[config.mk]
export PLATFORM = sky130hd
export DESIGN_NAME = md_cart_responder
export DESIGN_NICKNAME = d
export VERILOG_FILES = /design/src/rtl/md_cart_pkg.sv /design/src/rtl/md_cart_mapper.sv /design/src/rtl/md_cart_responder.sv
export SDC_FILE = /design/constraint.sdc
export NUM_CORES = 1
export LEC_CHECK = 0
export BUFFER_PORTS_ARGS = -buffer_cell sky130_fd_sc_hd__buf_2
export CAP_MARGIN = 20
export CORE_AREA = 5 5 109 111
export DETAILED_ROUTE_END_ITERATION = 10
export DIE_AREA = 0 0 114 116
export GPL_ROUTABILITY_DRIVEN = 0
export PLACE_DENSITY = 0.68
export SLEW_MARGIN = 20
export SYNTH_ARGS = -nofsm -noshare
export SYNTH_HDL_FRONTEND = slang
export SYNTH_SLANG_ARGS = --single-unit
[constraint.sdc]
create_clock -name MCLK -period 6.8 [get_ports MCLK]
set_clock_uncertainty 0.2 [all_clocks]
set_input_delay 0.68 -clock MCLK [delete_from_list [all_inputs] [get_ports MCLK]]
set_output_delay 0.68 -clock MCLK [all_outputs]
set_load 0.02 [all_outputs]
[src/rtl/md_cart_pkg.sv]
// md_cart_pkg: shared types and constants for the cartridge responder.
//   cart_state_e : read FSM states
//   PAGE_BITS    : word-offset width of one 512 KB page
//   BANK_W       : bank register width (64 pages of 512 KB)
//   NUM_BANKS    : number of page slots in the 4 MB window
//   TIME_WIN     : cart_address[6:3] value selecting the bank registers
package md_cart_pkg;

  typedef enum logic [1:0] {
    ST_IDLE,
    ST_REQ,
    ST_ABORT,
    ST_DRIVE
  } cart_state_e;

  localparam int PAGE_BITS = 18;
  localparam int BANK_W    = 6;
  localparam int NUM_BANKS = 8;

  localparam logic [3:0] TIME_WIN = 4'hF;

endpackage

[src/rtl/md_cart_mapper.sv]
// md_cart_mapper: SSF2-style page mapper.
//   MCLK         in  : master clock
//   ext_reset    in  : synchronous active-high reset (bank[i] <= i)
//   wr_evt       in  : one-cycle /TIME write event
//   cart_address in  : board word address A1..A23
//   cart_data_in in  : board write data (low 6 bits select the page)
//   map_addr     out : ROM word address, fitted to ROM_AW
module md_cart_mapper
  import md_cart_pkg::*;
#(
  parameter int ROM_AW    = 24,
  parameter int MAPPER_EN = 1
) (
  input  logic              MCLK,
  input  logic              ext_reset,
  input  logic              wr_evt,
  input  logic [22:0]       cart_address,
  input  logic [15:0]       cart_data_in,
  output logic [ROM_AW-1:0] map_addr
);

  logic [BANK_W-1:0] bank [NUM_BANKS];
  logic [2:0]        page_idx;
  logic [31:0]       full_addr;

  assign page_idx = cart_address[PAGE_BITS+2:PAGE_BITS];

  // Slot 0 is hard-wired to page 0 so the vector table never moves.
  always_ff @(posedge MCLK) begin
    if (ext_reset) begin
      for (int i = 0; i < NUM_BANKS; i++) bank[i] <= BANK_W'(i);
    end else if (wr_evt && cart_address[6:3] == TIME_WIN &&
                 cart_address[2:0] != 3'd0) begin
      bank[cart_address[2:0]] <= cart_data_in[BANK_W-1:0];
    end
  end

  // Build the address in a wide container, then zero-extend or truncate.
  always_comb begin
    full_addr = '0;
    if (MAPPER_EN != 0)
      full_addr[PAGE_BITS+BANK_W-1:0] = {bank[page_idx], cart_address[PAGE_BITS-1:0]};
    else
      full_addr[22:0] = cart_address;
  end

  assign map_addr = full_addr[ROM_AW-1:0];

endmodule

[src/rtl/md_cart_responder.sv]
// md_cart_responder: cart-slot responder serving ROM reads over req/ack.
//   MCLK, ext_reset            : clock, synchronous active-high reset
//   cart_address, cart_data_in : board address / write data
//   cart_ce0_n, cart_oe_n      : ROM select and read strobe (active low)
//   cart_lwr_n, cart_time_n    : low-byte write and /TIME select (active low)
//   cart_data, cart_data_en    : read data and its drive enable
//   M3                         : mode select, tied to MD mode
//   rom_req, rom_addr          : memory request and word address
//   rom_ack, rom_q             : completion pulse and same-cycle read data
//
// state    | meaning
// ST_IDLE  | waiting for ce0 and oe both low
// ST_REQ   | rom_req high, waiting for ack
// ST_ABORT | strobe released early; hold rom_req until ack, drop data
// ST_DRIVE | driving cart_data until ce0 or oe released
module md_cart_responder
  import md_cart_pkg::*;
#(
  parameter int ROM_AW    = 24,
  parameter int MAPPER_EN = 1
) (
  input  logic              MCLK,
  input  logic              ext_reset,
  input  logic [22:0]       cart_address,
  input  logic [15:0]       cart_data_in,
  input  logic              cart_ce0_n,
  input  logic              cart_oe_n,
  input  logic              cart_lwr_n,
  input  logic              cart_time_n,
  output logic [15:0]       cart_data,
  output logic              cart_data_en,
  output logic              M3,
  output logic              rom_req,
  output logic [ROM_AW-1:0] rom_addr,
  input  logic              rom_ack,
  input  logic [15:0]       rom_q
);

  cart_state_e       state, state_nxt;
  logic [3:0]        sync1, sync2;  // {time, lwr, oe, ce0}
  logic              ce0_s, oe_s, lwr_s, time_s;
  logic              sel, wr_act, wr_act_q, wr_evt;
  logic [ROM_AW-1:0] map_addr;

  assign M3 = 1'b0;

  always_ff @(posedge MCLK) begin
    if (ext_reset) begin
      sync1    <= 4'hF;
      sync2    <= 4'hF;
      wr_act_q <= 1'b0;
    end else begin
      sync1    <= {cart_time_n, cart_lwr_n, cart_oe_n, cart_ce0_n};
      sync2    <= sync1;
      wr_act_q <= wr_act;
    end
  end

  assign {time_s, lwr_s, oe_s, ce0_s} = sync2;
  assign sel    = ~ce0_s & ~oe_s;
  // Register writes only count with ce0 high; ROM-area writes are dropped.
  assign wr_act = ~time_s & ~lwr_s & ce0_s;
  assign wr_evt = wr_act & ~wr_act_q;

  md_cart_mapper #(
    .ROM_AW    (ROM_AW),
    .MAPPER_EN (MAPPER_EN)
  ) u_mapper (
    .MCLK         (MCLK),
    .ext_reset    (ext_reset),
    .wr_evt       (wr_evt),
    .cart_address (cart_address),
    .cart_data_in (cart_data_in),
    .map_addr     (map_addr)
  );

  always_ff @(posedge MCLK) begin
    if (ext_reset) begin
      state     <= ST_IDLE;
      rom_addr  <= '0;
      cart_data <= 16'h0000;
    end else begin
      state <= state_nxt;
      if (state == ST_IDLE && sel) rom_addr <= map_addr;
      if (state == ST_REQ && rom_ack) cart_data <= rom_q;
    end
  end

  // An ack coinciding with release still completes; DRIVE then exits next cycle.
  always_comb begin
    state_nxt    = state;
    rom_req      = 1'b0;
    cart_data_en = 1'b0;
    case (state)
      ST_IDLE: if (sel) state_nxt = ST_REQ;
      ST_REQ: begin
        rom_req = 1'b1;
        if (rom_ack) state_nxt = ST_DRIVE;
        else if (!sel) state_nxt = ST_ABORT;
      end
      ST_ABORT: begin
        rom_req = 1'b1;
        if (rom_ack) state_nxt = ST_IDLE;
      end
      ST_DRIVE: begin
        cart_data_en = 1'b1;
        if (!sel) state_nxt = ST_IDLE;
      end
      default: state_nxt = ST_IDLE;
    endcase
  end

endmodule

== Yosys cells after proc, flatten, opt, wreduce, memory -nomap -nowiden ==
Memories as Yosys holds them, arrays and structs flattened. A register that Yosys moved wholly into a read port is not among the register bits.
Cells that the tools add are included.

* Equal/unequal tests: 8
* Multiplexer cells: 16
* Bitwise operators: 9
* Reduce and logical (&&, ||, !) cells: 9

{| class="wikitable"
|+ Operator list
! kind !! count
|-
| 2-bit two-way mux || 5
|-
| 1-bit two-way mux || 8
|-
| 2-bit one-hot mux with 4 select lines || 1
|-
| 6-bit two-way mux || 1
|-
| 2-bit inequality test (second input constant) || 3
|-
| 6-bit OR reduction || 1
|-
| 1-bit NOT || 5
|-
| 1-bit AND || 4
|-
| 2-bit equality test (second input constant) || 2
|-
| 4-bit equality test (second input constant) || 1
|-
| 1-bit logical AND || 4
|-
| 4-bit AND reduction || 1
|-
| 3-bit two-way mux || 1
|-
| 3-bit inequality test (second input constant) || 1
|-
| 3-bit nonzero test || 1
|-
| 2-bit by 1-bit equality test with 1-bit output (second input constant) || 1
|-
| 2-bit logical NOT || 1
|-
| 2-bit OR reduction || 1
|}

* Flip-flop bits (word level): 51
* RAM bits: 48
* Input bits: 62
* Output and inout bits: 43
* Logic and storage cells: 49
* Memories kept: 1

{| class="wikitable"
|+ Memory list
! memory !! words !! bits a word !! read ports !! clocked after memory_dff !! wr ports !! RTL line !! text
|-
| u_mapper.bank || 8 || 6 || 1 || 1 || 8 || md_cart_mapper.sv:22 || <nowiki>logic [BANK_W-1:0] bank [NUM_BANKS];</nowiki>
|}

== Depth between registers and ports, before layout ==
Gate-level depths: netlist (run 1).

* Word-level depth: 11
* Gate-level depth with buffers: 7
* Depth with buffers taken out: 6

== Hierarchy ==
A second synthesis (run 1) with hierarchy kept.

* Cell total of the unflattened synthesis: 400
* Area total of the unflattened synthesis: 4411.7 µm²

{| class="wikitable"
|+ By module, submodules not included
! module !! instances !! cells an instance !! area an instance (µm²) !! seq. area each (µm²)
|-
| md_cart_mapper || 1 || 180 || 2531.2 || 1441.4
|-
| md_cart_responder || 1 || 220 || 1880.6 || 1021.0
|}

== Least setup slack after synthesis (run 1) ==
OpenSTA, ideal clock, no wires.

* Kind: input port to flip-flop
* Start: in ext_reset
* End: mem u_mapper.bank[3][0] (enable)
* Setup time: 0.377 ns
* Arrival time: 1.983 ns
* Required time: 6.223 ns
* Setup slack: 4.239 ns
* Stages on the path: 5
* Buffers on the path: 1
* Path through: nor4b_4 nand3_2 or2_1 clkbuf_1 o21ai_0

{| class="wikitable"
|+ RTL lines
! element !! RTL line !! text
|-
| start: declaration || md_cart_responder.sv:23 || <nowiki>input logic ext_reset,</nowiki>
|-
| end: declaration || md_cart_mapper.sv:22 ||
|}

==> impl_metrics.json, run 1 <==
{
  "outcome": "completed",
  "yosysSeqAreaShare": 0.617,
  "cts_buffers": 9,
  "hold_ws_ns": 0.217,
  "chipHeight_um": 116,
  "syn-mean-instance-area_um2": 10.6,
  "min_period_ns": 2.96,
  "p_leak_nw": 1.86,
  "rsz0062_at_grt": "no",
  "maxSlewViolCount": 0,
  "top_layer": "met4",
  "vias": 2947,
  "power_density_nw_per_um2": 257,
  "post_drt_via_cell_ratio": 4.86,
  "synth_cell_type_count": 34,
  "cts_tree": "yes",
  "hold_buffers": 0,
  "fin_nets": 529,
  "grtUsageTotal": 0.136,
  "fill_cells": 1033,
  "final_layout_size_suffix_gt1_frac": 0.257,
  "met3WireLength_um": 956,
  "clkTransAtPathRegs_ns": 0.09,
  "cp-end-kind": "register",
  "worstPathRequired_ns": 6.59,
  "drt-pass1-iter-count": 4,
  "drt-initial-drc-count": 188,
  "max_freq_ghz": 0.338,
  "ys_ff_latch": 99,
  "cpMaxStageDelayCell": "o21ai_0",
  "antenna_cells": 0,
  "clk_latency_ns": 0.35,
  "wl_met2_um": 3860,
  "grt_overflow": 0,
  "layout_common_cells": "buf_2 (91), nand2_1 (78), dfxtp_1 (51)",
  "start_util": 0.373,
  "tns_ns": 0,
  "syn_area_um2": 3990,
  "portBuffers": 91,
  "m1WireLength_um": 4010,
  "dp.cells": 591,
  "synth_top_area_frac": 0.361,
  "crit_fanout": 54,
  "h-tree-depth": 3,
  "hold_viol_final": 0,
  "cts_setup_buffers": 0,
  "grt_first_pass_wirelength_um": 14000,
  "synth.largest_area_cell": "edfxtp_1",
  "grt_pass1_vias": 2878,
  "fin_util": 0.445,
  "fin_crit_sh": 0.435,
  "path_class": "in -> reg",
  "cts_num_sinks": 99,
  "synth_cells": 376,
  "antenna_found_initial": 0,
  "die_w_um": 114,
  "cts_root_buf": "clkbuf_8",
  "max-slew-margin-rel": 0.420,
  "syn_to_final_growth_pct": 19.3,
  "ios": 105,
  "arrival_ns": 2.75,
  "cp-start-kind": "primary input",
  "irDropWorstVdd_uv": 150,
  "ant_nets": 0,
  "rows": 38,
  "hp-class": "reg -> reg",
  "synth_edf_count": 48,
  "async_flop_share": 0,
  "synthFlopType": "dfxtp_1",
  "clk_path_buf_depth": 2,
  "die-area_um2": 13200,
  "synth_warnings": 0,
  "critPathBufInv": 2,
  "ctsResizeCount": 0,
  "core_area_um2": 10700,
  "post-place-ws_ns": 3.42,
  "crit_chain": "buf_2 > buf_4 > nor4b_4 > nand3_2 > or3_1 > o21ai_0",
  "wirelength_um": 8890,
  "setup_viol": 0,
  "grt_max_degree": 55,
  "dp_hpwl_um": 6450,
  "maxCapViolCount": 0,
  "worst_pin_slew_ns": 0.862,
  "multiInputGateArea_um2": 1420,
  "drc": 0,
  "fin_cells": 607,
  "wire_per_inst_um": 14.6,
  "regArea_um2": 2460,
  "fin_ws_ns": 3.84,
  "final_common_cell": "buf_2",
  "synth.area.top_cells": "edfxtp_1 (36%), dfxtp_1 (26%), nand2_1 (7.3%), a21oi_1 (5.1%), mux2i_1 (4.8%)",
  "cpPeakStageDelay_ns": 0.73,
  "path_delay_family": "simple AND/OR/NAND/NOR gates"
}
## worst register-to-register path: cells and delay by family (launching register included)
family          cells  cell delay [ns]
simple gates        3             0.95
compound gates      1             0.73
flops               1             0.33
## state kept, by name, summed over array words and instances, names as in the netlist
name and cells:
sync2 4, cart_data 16, u_mapper.bank 48, rom_addr 24
state 2, wr_act_q 1, sync1 4
## power by group
group	switching, mW	internal (mW)
Clock	0.202	0.206
Combinational	0.0996	0.0526
Sequential	0.0123	0.650
## synthesized netlist by cell type (all sizes together) (7+ instances only)
library cell / count
or3: 9
dfxtp: 51
buf: 8
a21oi: 41
nand2: 78
or2: 9
o21ai: 7
edfxtp: 48
nor2: 30
nor2b: 7
mux2i: 19
clkbuf: 15
a211oi: 7
## layout make-up
cell class                 count  share of cell area
inverter                       6             0.00473
clock inverter                 7              0.0192
timing repair buffer          92              0.0973
sequential                    99               0.518
tap                          140              0.0368
clock buffer                   9              0.0260
multi-input combinational    254               0.298
## cells by family (layout without fill, tap and decap cells)
kind of cell | after synthesis | count (layout) | synth area share
adders and majority gates | 5 | 5 | 0.0157
DFF | 99 | 99 | 0.617
buffers and inverters | 29 | 114 | 0.0326
muxes | 19 | 19 | 0.0477
and+or+nand+nor | 153 | 153 | 0.179
AOI/OAI and AO/OA | 70 | 70 | 0.106
other | 1 | 7 | 0.000940
## layer usage
layer  global-route usage  up-vias
met5                    0        -
met4               0.0428        0
li1                     -     1471
met3               0.0559        5
met2                0.203      122
met1                0.181     1349
## per-stage QoR
stage	cell area (µm²)	total power, mW
detailed placement	4540	0.830
global placement	4540	0.825
floorplan	4010	0.777
global route	4760	1.29
finish	4760	1.22
CTS	4760	1.24
## final timing paths
check                            from  slack [ns]  cells past startpoint                                end
setup reg to reg  sync2[3]$_SDFF_PP1_        4.23                      4  u_mapper.bank[4][2]$_SDFFCE_PN1P_
setup / recovery            ext_reset        3.84                      6  u_mapper.bank[4][2]$_SDFFCE_PN1P_
hold reg to reg   sync1[3]$_SDFF_PP1_        0.22                      1                sync2[3]$_SDFF_PP1_
hold / removal    sync1[3]$_SDFF_PP1_        0.22                      1                sync2[3]$_SDFF_PP1_
Power figures use the tool's default switching activity.
==> run 2, diff against run 1 <==
- PLACE_DENSITY: 0.68 -> 0.7
- clock period: 6.8 -> 2.7 ns (I/O delays scaled with it)
==> run 2 against run 1 <==
Sequential cell count unchanged. Wire length increased by 12%. Global-route usage up 1.9 points. Hold slack got worse by 0.18 ns. Non-clock buffer count increased by 45. Critical path type unchanged. Setup slack got worse by 3.7 ns. Final area increased by 8.7%. First-iteration DRC count increased by 1.6%.
==> impl_metrics.json, run 2 (synthesis results as in run 1) <==
{
  "maxCapViolCount": 0,
  "path_class": "in -> reg",
  "regArea_um2": 2460,
  "vias": 3203,
  "drt-pass1-iter-count": 4,
  "regMostFlops": "u_mapper.bank",
  "multiInputGateArea_um2": 1420,
  "clkTransAtPathRegs_ns": 0.11,
  "reg2reg_from": "sync2[3]$_SDFF_PP1_",
  "portBuffers": 91,
  "cts_buffers": 9,
  "die-area_um2": 13200,
  "startpoint": "ext_reset",
  "drc": 0,
  "cp-end-kind": "register",
  "clk_path_buf_depth": 2,
  "hp-class": "in -> reg",
  "tns_ns": 0,
  "wirelength_um": 9930,
  "cts_tree": "yes",
  "rsz0062_at_grt": "no",
  "ant_nets": 0,
  "clk_latency_ns": 0.36,
  "p_leak_nw": 2.05,
  "grt_max_degree": 54,
  "fin_nets": 574,
  "largest_reg_flops": 48,
  "hold_viol_final": 0,
  "reg_top3": "u_mapper.bank (48), rom_addr (24), cart_data (16)",
  "arrival_ns": 2.35,
  "placed_area_um2": 4590,
  "ios": 105,
  "cp-start-kind": "primary input",
  "dp_hpwl_um": 6480,
  "fill_cells": 961,
  "final_layout_size_suffix_gt1_frac": 0.246,
  "wire_per_inst_um": 15.2,
  "die_w_um": 114,
  "antenna_found_initial": 1,
  "power_density_nw_per_um2": 595,
  "core_area_um2": 10700,
  "grt_first_pass_wirelength_um": 16000,
  "crit_path_end": "u_mapper.bank[5][4]$_SDFFCE_PN0P_",
  "final_common_cell": "buf_2",
  "rows": 38,
  "grt_overflow": 0,
  "design_area_um2": 5170,
  "max-slew-margin-rel": 0.475,
  "grtUsageTotal": 0.155,
  "worst_pin_slew_ns": 0.788,
  "start_util": 0.373,
  "syn_to_final_growth_pct": 29.7,
  "setup_viol": 0,
  "post_drt_via_cell_ratio": 4.91,
  "maxSlewViolCount": 0,
  "r2r_end": "u_mapper.bank[5][4]$_SDFFCE_PN0P_",
  "drt-initial-drc-count": 191,
  "h-tree-depth": 3,
  "antenna_cells": 0,
  "irDropWorstVdd_uv": 362,
  "fin_crit_sh": 0.941,
  "cts_num_sinks": 99,
  "max_freq_ghz": 0.393,
  "grt_pass1_vias": 3295,
  "reg2reg_depth": 4,
  "cts_setup_buffers": 0,
  "rrSetupSlack_ns": 0.35,
  "outcome": "completed",
  "hold_ws_ns": 0.0361,
  "cts_root_buf": "clkbuf_8",
  "min_period_ns": 2.54,
  "chipHeight_um": 116,
  "layout_common_cells": "buf_2 (91), nand2_1 (78), dfxtp_1 (51)",
  "crit_fanout": 14,
  "worstPathRequired_ns": 2.51
}
-- run 2: cell types whose count changed in the layout (fill, tap and decap cells not counted), sizes merged --
cell	delta
clkinv	+1
dlygate4sd3	+38
clkinvlp	-3
inv	+2
bufinv	-1
clkbuf	+1
buf	+7
-- run 2: through the flow --
step / setup WS [ns] / total power [mW] / utilization / instances
after floorplan: 0.457 / 1.96 / - / 382
after global placement: 0.380 / 2.08 / 0.429 / 598
after detailed placement: 0.329 / 2.09 / 0.429 / 598
after CTS: 0.168 / 3.09 / 0.484 / 652
after global routing: 0.126 / 3.22 / 0.484 / 652
final: 0.159 / 3.08 / 0.484 / 652
-- run 2: worst max-delay path: stages --
cell and delay, ns:
dlygate4sd3_1 0.53, buf_2 0.14, nor4b_4 0.27, nand3_2 0.15, or3b_4 0.49, o21ai_1 0.49
-- run 2: layout make-up --
cell class                      count  area share
Inverter                            6     0.00435
Multi-Input combinational cell    254       0.274
Clock buffer                       10      0.0247
Sequential cell                    99       0.476
Clock inverter                      6      0.0135
Timing Repair Buffer              137       0.173
Tap cell                          140      0.0339
-- run 2: what timing repair did --
item / 4_1_cts / 5_1_grt
hold endpoints to repair: 38 / 0
hold buffers: 38 / 0
resized for setup: 0 / 0
-- run 2: worst min-delay path by stage --
stage | startpoint | end | slack, ns | cells past startpoint
finish | cart_data_in[1] | u_mapper.bank[2][1]$_SDFFCE_PN1P_ | 0.04 | 2
CTS | cart_data_in[1] | u_mapper.bank[2][1]$_SDFFCE_PN1P_ | 0.03 | 2
global route | cart_data_in[0] | u_mapper.bank[5][0]$_SDFFCE_PN1P_ | 0.02 | 2
floorplan | ext_reset | wr_act_q$_SDFF_PP0_ | 0.15 | 1
detailed placement | sync1[1]$_SDFF_PP1_ | sync2[1]$_SDFF_PP1_ | 0.19 | 1
global placement | sync1[1]$_SDFF_PP1_ | sync2[1]$_SDFF_PP1_ | 0.19 | 1
-- run 2: metal layers --
| layer | GRT usage | up-vias | share of wire |
|---|---|---|---|
| met5 | 0 | - | 0.00071 |
| met4 | 0.0562 | 2 | 0.015 |
| met3 | 0.0538 | 12 | 0.094 |
| met2 | 0.269 | 126 | 0.49 |
| met1 | 0.178 | 1507 | 0.40 |
| li1 | - | 1556 | - |
-- run 2: where the power goes --
| group | internal [mW] | switching (mW) | total, mW |
|---|---|---|---|
| clock | 0.440 | 0.530 | 0.969 |
| combinational | 0.174 | 0.265 | 0.439 |
| sequential | 1.64 | 0.0340 | 1.67 |
==> run 3, diff against run 2 <==
- RECOVER_POWER: not set -> 100
==> run 3 against run 2 <==
Clock-buffer cell count stayed put. Combinational power is 3% lower. Global-route usage stayed put. Utilization is 0.69 points lower. Setup slack worse by 0.0092 ns. Critical path depth stayed put. Register-to-register slack hardly changed. Total power is 0.29% lower. Wire length is 0.25% higher. Sequential share of layout area is 0.69 points higher. Critical path type unchanged.
==> impl_metrics.json, run 3 (synthesis results as in run 1) <==
{
  "max_freq_ghz": 0.392,
  "hold_path_startpoint": "cart_data_in[1]",
  "cts_setup_buffers": 0,
  "startpoint": "ext_reset",
  "dp.cells": 598,
  "cts_tree": "yes",
  "core_area_um2": 10700,
  "die_w_um": 114,
  "ant_nets": 0,
  "fin_util": 0.477,
  "grt_first_pass_wirelength_um": 16000,
  "irDropWorstVdd_uv": 361,
  "grt_pass1_vias": 3295,
  "fin_crit_sh": 0.945,
  "syn_to_final_growth_pct": 27.8,
  "worstPathRequired_ns": 2.51,
  "h-tree-depth": 3,
  "maxSlewViolCount": 0,
  "start_util": 0.373,
  "drt-initial-drc-count": 227,
  "rows": 38,
  "min_period_ns": 2.55,
  "drc": 0,
  "p_leak_nw": 1.85,
  "grt_max_degree": 54,
  "switchingPower_uw": 834,
  "clkTransAtPathRegs_ns": 0.10,
  "crit_fanout": 14,
  "clockPowerShare": 0.317,
  "largest_reg_flops": 48,
  "rsz0062_at_grt": "no",
  "cts_buffers": 9,
  "wire_per_inst_um": 15.3,
  "fin_cells": 652,
  "outcome": "completed",
  "ios": 105,
  "maxCapViolCount": 0,
  "regMostFlops": "u_mapper.bank",
  "die-area_um2": 13200,
  "portBuffers": 91,
  "combPwrFrac": 0.138,
  "hold_viol_final": 0,
  "grtUsageTotal": 0.155,
  "design_area_um2": 5100,
  "cp-start-kind": "primary input",
  "reg2reg_from": "sync2[3]$_SDFF_PP1_",
  "path_class": "in -> reg",
  "p_int_mw": 2.24,
  "layout_common_cells": "nand2_1 (78), dfxtp_1 (51), buf_2 (48), edfxtp_1 (48), clkbuf_1 (46)",
  "placed_area_um2": 4590,
  "power_density_nw_per_um2": 602,
  "hold_buffers": 38,
  "clk_latency_ns": 0.36,
  "p_sw_frac": 0.271,
  "hp-class": "in -> reg",
  "fin_ws_ns": 0.149,
  "pwr-share-seq": 0.544,
  "worst_pin_slew_ns": 0.844,
  "dp_hpwl_um": 6480,
  "grt_overflow": 0,
  "fin_nets": 574,
  "cp-end-kind": "register",
  "wirelength_um": 9950,
  "max-slew-margin-rel": 0.437,
  "antenna_found_initial": 1,
  "final_common_cell": "nand2_1",
  "drt-pass1-iter-count": 5,
  "reg_top3": "u_mapper.bank (48), rom_addr (24), cart_data (16)",
  "tns_ns": 0,
  "cts_root_buf": "clkbuf_8",
  "post-place-ws_ns": 0.329,
  "antenna_cells": 0,
  "post_drt_via_cell_ratio": 4.92,
  "vias": 3211,
  "ctsResizeCount": 0,
  "setup_viol": 0,
  "arrival_ns": 2.36,
  "chipHeight_um": 116,
  "clk_path_buf_depth": 2,
  "final_layout_size_suffix_gt1_frac": 0.156,
  "cts_num_sinks": 99
}
-- run 3: cell types whose count changed in the layout (fill, tap and decap cells not counted), moves of 3 or more --
cell / delta
clkbuf_2: +3
buf_4: -5
clkbuf_1: +45
buf_2: -43
-- run 3: power by group through the flow --
stage | Clock, mW | Sequential [mW] | Combinational (mW)
after floorplan | 0 | 1.74 | 0.220
after global placement | 0 | 1.70 | 0.380
after detailed placement | 0 | 1.70 | 0.389
after CTS | 0.987 | 1.67 | 0.432
after global routing | 1.06 | 1.68 | 0.469
final | 0.974 | 1.67 | 0.425
-- run 3: final timing paths --
path	slack, ns	end	cells past startpoint
min reg2reg	0.22	sync2[3]$_SDFF_PP1_	1
max reg2reg	0.35	u_mapper.bank[5][4]$_SDFFCE_PN0P_	4
min	0.04	u_mapper.bank[7][1]$_SDFFCE_PN1P_	2
max	0.15	u_mapper.bank[5][4]$_SDFFCE_PN0P_	6
-- run 3: metal layers --
metal | vias up | GRT usage | routed length [µm]
met5 | - | 0 | 7
met4 | 2 | 0.0562 | 150
met3 | 13 | 0.0538 | 918
met2 | 126 | 0.269 | 4880
met1 | 1515 | 0.178 | 4000
li1 | 1555 | - | -
-- run 3: per-stage QoR --
step / hold WS [ns] / power, mW
after floorplan: 0.150 / 1.96
after global placement: 0.194 / 2.08
after detailed placement: 0.193 / 2.09
after CTS: 0.0288 / 3.09
after global routing: 0.0228 / 3.21
final: 0.0357 / 3.07
-- run 3: worst max-delay path, cell delays in order --
cell           delay, ns
dlygate4sd3_1       0.53
clkbuf_1            0.14
nor4b_4             0.26
nand3_1             0.18
or3b_4              0.50
o21ai_1             0.49
-- run 3: final cells by class --
cell class                 count  area [µm²]
clock inverter                 6        70.1
clock buffer                  10         128
tap                          140         175
fill                         990        5600
inverter                       6        22.5
multi-input combinational    254        1410
sequential                    99        2460
timing repair buffer         137         827
